## src/rtl/div_job_sequencer.sv

```systemverilog
// Feeds a batch of numerators with one shared denominator into the pipelined
// divider and writes each quotient back by index once the divider latency has elapsed.
module div_job_sequencer #(
    parameter int unsigned NUM_JOBS = 10,
    parameter int unsigned LATENCY  = 5
) (
    input  logic        clock,
    input  logic        reset,
    input  logic        i_start,
    input  logic [21:0] i_denominator,
    output logic [3:0]  o_numIndex,
    input  logic [31:0] i_numerator,
    output logic [31:0] o_divNumerator,
    output logic [21:0] o_divDenominator,
    input  logic [19:0] i_divQuotient,
    output logic        o_resultWrite,
    output logic [3:0]  o_resultIndex,
    output logic [19:0] o_result,
    output logic        o_busy,
    output logic        o_done
);

    localparam int unsigned IDX_W = 4;
    localparam int unsigned DEN_W = 22;
    localparam int unsigned QUO_W = 20;
    localparam logic [IDX_W-1:0] LAST_IDX = IDX_W'(NUM_JOBS - 1);

    typedef enum logic [1:0] {
        IDLE,
        ISSUE,
        DRAIN
    } state_t;

    state_t             state;
    state_t             state_nx;
    logic [IDX_W-1:0]   cnt;
    logic [IDX_W-1:0]   cnt_nx;
    logic [DEN_W-1:0]   den;
    logic [DEN_W-1:0]   den_nx;
    logic               zero_den;
    logic               zero_den_nx;
    logic               busy;
    logic               done;
    logic               done_nx;
    logic               push;

    // Valid/index shift pipe mirroring the divider latency; the head lines up with i_divQuotient.
    logic [LATENCY-1:0] pipe_vld;
    logic [IDX_W-1:0]   pipe_idx [LATENCY];
    logic               head_vld;
    logic [IDX_W-1:0]   head_idx;

    assign head_vld = pipe_vld[LATENCY-1];
    assign head_idx = pipe_idx[LATENCY-1];

    // Next-state and batch bookkeeping.
    always_comb begin
        state_nx    = state;
        cnt_nx      = cnt;
        den_nx      = den;
        zero_den_nx = zero_den;
        done_nx     = 1'b0;
        push        = 1'b0;
        case (state)
            IDLE: begin
                if (i_start) begin
                    den_nx      = i_denominator;
                    zero_den_nx = (i_denominator == '0);
                    cnt_nx      = '0;
                    state_nx    = ISSUE;
                end
            end
            ISSUE: begin
                push = 1'b1;
                if (cnt == LAST_IDX) begin
                    cnt_nx   = '0;
                    state_nx = DRAIN;
                end else begin
                    cnt_nx = cnt + IDX_W'(1);
                end
            end
            DRAIN: begin
                if (head_vld && (head_idx == LAST_IDX)) begin
                    state_nx = IDLE;
                    done_nx  = 1'b1;
                end
            end
            default: state_nx = IDLE;
        endcase
    end

    always_ff @(posedge clock) begin
        if (reset) begin
            state    <= IDLE;
            cnt      <= '0;
            den      <= '0;
            zero_den <= 1'b0;
            busy     <= 1'b0;
            done     <= 1'b0;
            pipe_vld <= '0;
            for (int i = 0; i < int'(LATENCY); i++) begin
                pipe_idx[i] <= '0;
            end
        end else begin
            state       <= state_nx;
            cnt         <= cnt_nx;
            den         <= den_nx;
            zero_den    <= zero_den_nx;
            busy        <= (state_nx != IDLE);
            done        <= done_nx;
            pipe_vld[0] <= push;
            pipe_idx[0] <= cnt;
            for (int i = 1; i < int'(LATENCY); i++) begin
                pipe_vld[i] <= pipe_vld[i-1];
                pipe_idx[i] <= pipe_idx[i-1];
            end
        end
    end

    assign o_numIndex       = cnt;
    assign o_divNumerator   = (state == ISSUE) ? i_numerator : '0;
    // Denominator stays at the latched value between batches so the divider never sees a glitch.
    assign o_divDenominator = den;
    assign o_resultWrite    = head_vld;
    assign o_resultIndex    = head_vld ? head_idx : '0;
    assign o_result         = (head_vld && !zero_den) ? i_divQuotient : QUO_W'(0);
    assign o_busy           = busy;
    assign o_done           = done;

endmodule

```

## config.mk

```make
export PLATFORM = sky130hd
export DESIGN_NAME = div_job_sequencer
export DESIGN_NICKNAME = d
export VERILOG_FILES = /design/src/rtl/div_job_sequencer.sv
export SDC_FILE = /design/constraint.sdc
export NUM_CORES = 1
export LEC_CHECK = 0
export BUFFER_PORTS_ARGS = -buffer_cell sky130_fd_sc_hd__buf_2
export CAP_MARGIN = 20
export CORE_MARGIN = 8
export CORE_UTILIZATION = 44
export DETAILED_ROUTE_END_ITERATION = 10
export GPL_TIMING_DRIVEN = 0
export HOLD_SLACK_MARGIN = 0.15
export PLACE_DENSITY_LB_ADDON = 0.12
export SYNTH_ARGS = -nofsm -noshare
export SYNTH_HDL_FRONTEND = slang
export SYNTH_SLANG_ARGS = --single-unit
```

## constraint.sdc

```tcl
create_clock -name clock -period 2.9 [get_ports clock]
set_input_delay 0.145 -clock clock [delete_from_list [all_inputs] [get_ports clock]]
set_output_delay 0.145 -clock clock [all_outputs]
set_load 0.01 [all_outputs]
```

# --- Yosys cells after proc, flatten, opt, wreduce, memory -nomap -nowiden ---
# Memory sizes are Yosys's and may differ from the RTL's.
# Index checks and enable logic that the tools add are counted.
totals:
  register_bits: 36
  mem_bits_rw: 20
  in_bits: 77
  mem_count: 1
mem_list:
  columns: ["name", "words", "width", "read_ports", "rd_ports_with_merged_regs", "write_ports", "line", "rtl"]
  rows:
  - ["pipe_idx", 5, 4, 5, 0, 5, "49", "logic [IDX_W-1:0] pipe_idx [LATENCY];"]
op_classes:
  add_sub_neg: 1
  eq_ne: 5
  n_mux: 20
  n_bitwise: 6
  n_reduce_logical: 10
ops:
  columns: ["op", "n"]
  rows:
  - ["2-to-1 mux 32 bit", 1]
  - ["2-to-1 mux 4 bit", 8]
  - ["zero test 22 bit", 1]
  - ["2-to-1 mux 20 bit", 1]
  - ["equality test 4 bit (second input constant)", 2]
  - ["case mux 4 bit (2 select lines)", 1]
  - ["2-to-1 mux 2 bit", 3]
  - ["case mux 2 bit (3 select lines)", 1]
  - ["2-to-1 mux 1 bit", 5]
  - ["bitwise OR 1 bit", 5]
  - ["adder 4 x 1 -> 4 bit (second input constant)", 1]
  - ["AND reduction 2 bit", 2]
  - ["nonzero test 2 bit", 2]
  - ["equality test 2 x 1 -> 1 bit (second input constant)", 1]
  - ["equality test 2 bit (second input constant)", 1]
  - ["logical AND 1 bit", 2]
  - ["zero test 2 bit", 1]
  - ["!= test 2 bit (second input constant)", 1]
  - ["OR reduction 2 bit", 1]
  - ["zero test 1 bit", 1]
  - ["inverter 1 bit", 1]

# --- Depth between registers and ports, before layout ---
# Gate-level depths: netlist (run 1).
logic_depth:
  depth_word: 5
  ltp_mapped: 5
  mapped_depth_nobuf: 5

# --- Least setup slack after synthesis (run 1) ---
# Ideal clock, no wire load.
synth_path:
  path_kind: "register -> register"
  start: "register cnt[1], in the netlist o_numIndex[1]"
  end: "register cnt[0], in the netlist o_numIndex[0]"
  arrival_time_ns: 1.256
  t_required_ns: 2.830
  slack_ns: 1.574
  stages_incl_launch_ff: 6
  path_buffers: 0
  period_less_slack_ns: 1.326
  cell_sequence: "dfxtp_1 inv_1 ha_1 and3b_1 or3_1 a21oi_1"
synth_between:
  elab_chain_len: 3
synth_rtl:
  columns: ["item", "line", "rtl"]
  rows:
  - ["from (decl)", "36", "logic [IDX_W-1:0] cnt;"]
  - ["from (signal assigned)", "106", "cnt <= cnt_nx;"]
  - ["equality test 4 bit", "75", "if (cnt == LAST_IDX) begin"]
  - ["2-to-1 mux 4 bit", "75", null]
  - ["case mux 4 bit (2 select lines)", "64", "case (state)"]
# Every way passes these cells.
# A chain may end at the register's enable or synchronous reset.

# --- Final worst setup path (run 1) ---
layout_path:
  start: "register state[0]"
  end: "output port o_divNumerator[17]"
layout_between:
  elab_chain_len: 2
layout_rtl:
  columns: ["item", "line", "rtl"]
  rows:
  - ["from (decl)", "34", "state_t state;"]
  - ["from (signal assigned)", "105", "state <= state_nx;"]
  - ["equality test 2 x 1 -> 1 bit", "121", "assign o_divNumerator = (state == ISSUE) ? i_numerator : '0;"]
  - ["2-to-1 mux 32 bit", "121", null]
  - ["to (decl)", "13", "output logic [31:0] o_divNumerator,"]
# Every way passes these cells.

==> out/metrics.cfg, run 1 <==
[outcome]
outcome=complete, no violations

[grt]
track_usage=0.188
grt_overflow_total=0
grt_pass1_wl_microns=11500
antenna_found_initial=0
grt_pass1_vias=2563
grt_max_degree=17

[floorplanning]
io_pins=162
core_sq_mm=0.00504
core.rowCount=26
die_y_microns=87.7
dieArea_sq_mm=0.00769
start_util=0.449
die_x_microns=87.7

[synth]
synth_async_sr_flop_share=0
synth_flop_cell=dfxtp_1
synth_largest_area_cell=dfxtp_1
synth_cell_type_count=33
synth_area_leaders=dfxtp_1 50%, and2_1 15%, nand2_1 7.6%
synth_area_sq_mm=0.00226
avgSynthCellArea_sq_um=8.67
synthTopCellsByCount=56 x and2_1, 56 x dfxtp_1, 46 x nand2_1
synth_top_area_share=0.495
syn_inst=261
synth-seq-cells=56
syn-num-nets=340
synth_edf_count=0
yosysSeqAreaShare=0.495
ys_warn_count=0

[cells_and_area]
fin_util=0.689
final_cells=524
fin_area_sq_mm=0.00348
drive_gt1_frac=0.385
seq_area_sq_mm=0.00112
layout.nets=530
multi_input_area_sq_mm=0.00106
synthToLayoutAreaGrowth_pct=53.6
fillers=435

[sta]
tns_ps=0
min_period_ps=1740
clock_skew_ps=9.99
setup_viol=0
worst_pin_slew_ps=498
fmax_ghz=0.573
hold_ws_ps=219
finalCritPeriodShare=0.602
relSlewSlack=0.668
slew_violations=0
rsz0062_at_grt=false
hold_viol_final=0
timing.final.ws_setup_ps=1160

[critical_path]
required_ps=2760
r2r-end=o_numIndex[2]
cp_data_arrival_time_ps=1600
crit_path_end_kind=output port
reg2regPathDepth=5
r2r_slack_ps=1490
path_class=reg2out
cp_max_fo=10
reg2reg_from=o_numIndex[1]
cp-start-kind=flip-flop

[routing]
drc=0
via_per_inst=4.67
drt_iter0_drc=83
wire_per_inst_microns=13.9
routed_wl_microns=7290
ant_nets=0
routed-via-count=2448
first_pass_iters=4

[hold_path]
holdPathStages=3
hold_class=in2reg
min_from=reset
whs_endpoint=o_numIndex[2]

[clock_tree]
root_buffer=clkbuf_8
clock_tree.buffer_depth=2
clkLatencyLatePin_ps=310
post_cts_buffers=0
cts-resized-gates=0
htree_num_levels=2
cts.sinks=56
cts-buffers-inserted=5
cts.reportedPaths.clkPinSlew_ps=90
cts_tree=done

[power_and_ir_drop]
leakagePower_nw=1.77
ir_drop_mv=0.191
cellPowerDensity_mw_per_mm2=428
total_power_mw=1.49

[placement]
gp_congestion=0.795
hpwlAfterDp_microns=5680
post-place-ws_ps=1480
io_buffers=161
dpl_cell_area_sq_mm=0.00316
dp.cells=492

[run]
drv_cap=0

[layer usage]
layer  vias to the layer above  global-route usage  share of wire
met5                         -                   0              0
met4                         0               0.111          0.034
met3                        17              0.0826           0.13
met2                       146               0.321           0.47
met1                      1068               0.186           0.37
li1                       1217                   -              -
[cells in the final DEF, fill, tap and decap left out]
cell type        n
inv_1            2
dlygate4sd3_1   22
o21ai_0          1
nand4b_1         1
clkbuf_8         6
a211oi_1         1
buf_2          164
or3_1            1
or3b_1           1
nor4_1           5
nand2_1         46
nor2b_1         26
nand3_1          2
clkbuf_1         9
and3b_1          1
nor3b_2          1
buf_1            3
dfxtp_1         56
diode_2          2
nand3b_1         1
o21bai_1         1
a21oi_1         25
and2_1          56
clkinvlp_4       1
xnor2_1          1
a21o_1           1
buf_6            2
nor3_1           2
a2111oi_0        1
nor4b_1          1
nor2_1           2
nand2b_1         3
o21ai_1          1
and2b_1          1
a22o_1           2
nand4_1          1
ha_1             2
[critical path, cell delays in order (launching register included)]
cell and delay [ps]:
dfxtp_1 450, and2b_1 250, clkbuf_1 270, and2_1 180, buf_2 130
[sequential cells by signal (all words and copies together), names as in the netlist]
register          count
o_done                1
pipe_vld              5
pipe_idx             20
o_divDenominator     22
state                 2
zero_den              1
o_busy                1
o_numIndex            4
[logic make-up after synthesis]
kind of cell | Yosys count | share of synthesized area
adder cells (fa/ha/maj) | 2 | 0.0111
AO/OA/AOI/OAI | 33 | 0.0813
XOR/XNOR | 1 | 0.00387
AND/OR/NAND/NOR | 151 | 0.370
buffers and inverters | 18 | 0.0381
flip-flops | 56 | 0.495
[where the power goes]
part	internal (mW)	switching, mW	total (mW)
Sequential	0.793	0.0140	0.807
Combinational	0.124	0.121	0.245
Clock	0.194	0.241	0.435
[how the worst max path moves through the flow]
stage | start | end | slack (ps) | cells after the start
floorplan | o_numIndex[1] | o_numIndex[0] | 1570 | 5
global placement | state[0] | o_divNumerator[17] | 1510 | 4
detailed placement | state[0] | o_divNumerator[17] | 1480 | 4
CTS | state[0] | o_divNumerator[17] | 1120 | 4
global route | state[0] | o_divNumerator[7] | 990 | 4
finish | state[0] | o_divNumerator[17] | 1160 | 4
[area by class of cell]
type / instances / share of cell area
inverter: 2 / 0.00216
tap: 70 / 0.0252
antenna: 2 / 0.00144
clock buffer: 7 / 0.0248
multi-input combinational: 187 / 0.304
clock inverter: 1 / 0.00216
timing repair buffer: 183 / 0.295
sequential: 56 / 0.323
buffer: 16 / 0.0227
[what timing repair did]
item	CTS	global route
endpoints found under the setup margin	0	0
hold endpoints to repair	23	0
hold buffers	22	0
No activity file was read; power rests on OpenSTA's default activity.
==> run 2, diff against run 1 <==
--- a/config.mk
+++ b/config.mk
@@ -8,7 +8,7 @@
 export BUFFER_PORTS_ARGS = -buffer_cell sky130_fd_sc_hd__buf_2
 export CAP_MARGIN = 20
 export CORE_MARGIN = 8
-export CORE_UTILIZATION = 44
+export CORE_UTILIZATION = 40
 export DETAILED_ROUTE_END_ITERATION = 10
 export GPL_TIMING_DRIVEN = 0
 export HOLD_SLACK_MARGIN = 0.15
==> constraint.sdc (replaced) <==
create_clock -name clock -period 1.65 [get_ports clock]
set_input_delay 0.0825 -clock clock [delete_from_list [all_inputs] [get_ports clock]]
set_output_delay 0.0825 -clock clock [all_outputs]
set_load 0.01 [all_outputs]
==> run 2 against run 1 <==
Net effect: sequential power rose by 76%; critical path type unchanged; clock power increased by 70%; core utilization fell by 5.2 points; hold slack worse by 37 ps; sequential share of layout area barely moved; register-to-register slack got worse by 1300 ps; clock-buffer cell count is 1 lower; worst setup slack worse by 1000 ps; first-iteration DRC count shrank 40%; flip-flop and latch count stayed put; clock skew shrank 5.1 ps; global-route usage shrank 2.3 points.
==> out/metrics.cfg, run 2 (synthesized netlist as in run 1, its figures left out) <==
[critical_path]
cp_data_arrival_time_ps=1440
cp_num_buf_inv=2
path_class=reg2out
crit_path_end_kind=output port
crit_slowest_cell=dfxtp_2
cp-start-kind=flip-flop
reg2regPathDepth=4
path_delay_family=simple AND/OR/NAND/NOR gates
cp_cell_sequence=and2b_1 > clkbuf_2 > and2_1 > buf_2
cpPeakStageDelay_ps=350
crit_cells=4
cp_max_fo=10
required_ps=1570

[cells_and_area]
drive_gt1_frac=0.400
fin_util=0.637
largest_reg_flops=22
layout.nets=531
final_cell_mix=164 x buf_2, 56 x and2_1, 54 x dfxtp_1
antenna-diode-count=0
fillers=505
final_common_cell=buf_2
synthToLayoutAreaGrowth_pct=54.1

[sta]
tns_ps=0
worst_pin_slew_ps=461
timing.final.ws_setup_ps=129
relSlewSlack=0.685
slew_violations=0
fmax_ghz=0.657
setup_viol=0
min_period_ps=1520
hold_viol_final=0
clock_skew_ps=4.88
finalCritPeriodShare=0.922
hold_ws_ps=183
rsz0062_at_grt=false

[floorplanning]
io_pins=162
dieArea_sq_mm=0.00832
core_sq_mm=0.00547
core.rowCount=27
die_x_microns=91.2
die_y_microns=91.2
start_util=0.414

[placement]
io_buffers=161
hpwlAfterDp_microns=5680
gp_congestion=0.805
post-place-ws_ps=219

[routing]
routed-via-count=2376
wire_per_inst_microns=13.5
via_per_inst=4.53
drc=0
drt_iter0_drc=50
first_pass_iters=4
ant_nets=0
routed_wl_microns=7080

[clock_tree]
cts-buffers-inserted=5
root_buffer=clkbuf_8
cts_tree=done
clkLatencyLatePin_ps=310
post_cts_buffers=0
cts.reportedPaths.clkPinSlew_ps=90
htree_num_levels=2
cts.sinks=56
clock_tree.buffer_depth=2

[hold_path]
holdPathStages=3
hold_class=in2reg

[grt]
grt_pass1_wl_microns=11400
antenna_found_initial=0
grt_pass1_vias=2526
grt_max_degree=18
grt_overflow_total=0
track_usage=0.165

[outcome]
outcome=complete, no violations

[run]
drv_cap=0

[power_and_ir_drop]
ir_drop_mv=0.427
leakagePower_nw=1.79
cellPowerDensity_mw_per_mm2=743

[run 2: changes by cell type in the layout (fill, tap and decap cells not counted)]
cell / change
dfxtp_1: -2
dfxtp_2: +2
dlygate4sd3_1: +1
clkbuf_2: +5
diode_2: -2
clkbuf_1: -5
clkbuf_8: -1
clkinv_4: +1
[run 2: metal layers]
metal,GRT usage,part of all wire
met1,0.158,0.39
met2,0.288,0.46
met3,0.0979,0.13
met4,0.0587,0.019
met5,0,0
[run 2: through the flow]
stage	power, mW	instance area [sq um]	std cells
6_report	2.59	3490	525
5_1_grt	2.72	3490	525
4_1_cts	2.63	3480	525
3_5_place_dp	1.84	3160	494
3_3_place_gp	1.84	3160	494
2_1_floorplan	1.63	2260	261
[run 2: worst min-delay path, cell delays in order]
cell      delay [ps]
buf_2             90
o21bai_1         130
a21oi_1          150
[run 2: path summary, 6_finish.rpt]
| kind | to | startpoint | slack [ps] |
|---|---|---|---|
| worst min-delay path | o_busy | i_start | 180 |
| worst min register to register | o_done | pipe_idx[0][18] | 440 |
| worst max-delay path | o_divNumerator[7] | state[1] | 130 |
| worst max register to register | o_numIndex[2] | o_numIndex[0] | 230 |
[run 2: report_power, final]
| part | internal, mW | switching, mW |
|---|---|---|
| Combinational | 0.221 | 0.212 |
| Sequential | 1.39 | 0.0228 |
| Clock | 0.303 | 0.437 |
| Total | 1.92 | 0.671 |
[run 2: final cells by class]
class                      instances  area (sq um)  share of cell area
clock inverter                     2          16.3             0.00466
sequential                        56          1120               0.322
multi-input combinational        187          1060               0.303
inverter                           2          7.51             0.00215
tap                               72          90.1              0.0258
buffer                            16          85.1              0.0244
clock buffer                       6          72.6              0.0208
timing repair buffer             184          1040               0.297
[run 2: timing repair]
action	CTS	global route
endpoints found under the setup margin	30	50
resized for setup	3	5
hold endpoints to repair	24	0
pin swaps	0	0
hold buffers	23	0
gates cloned	0	0
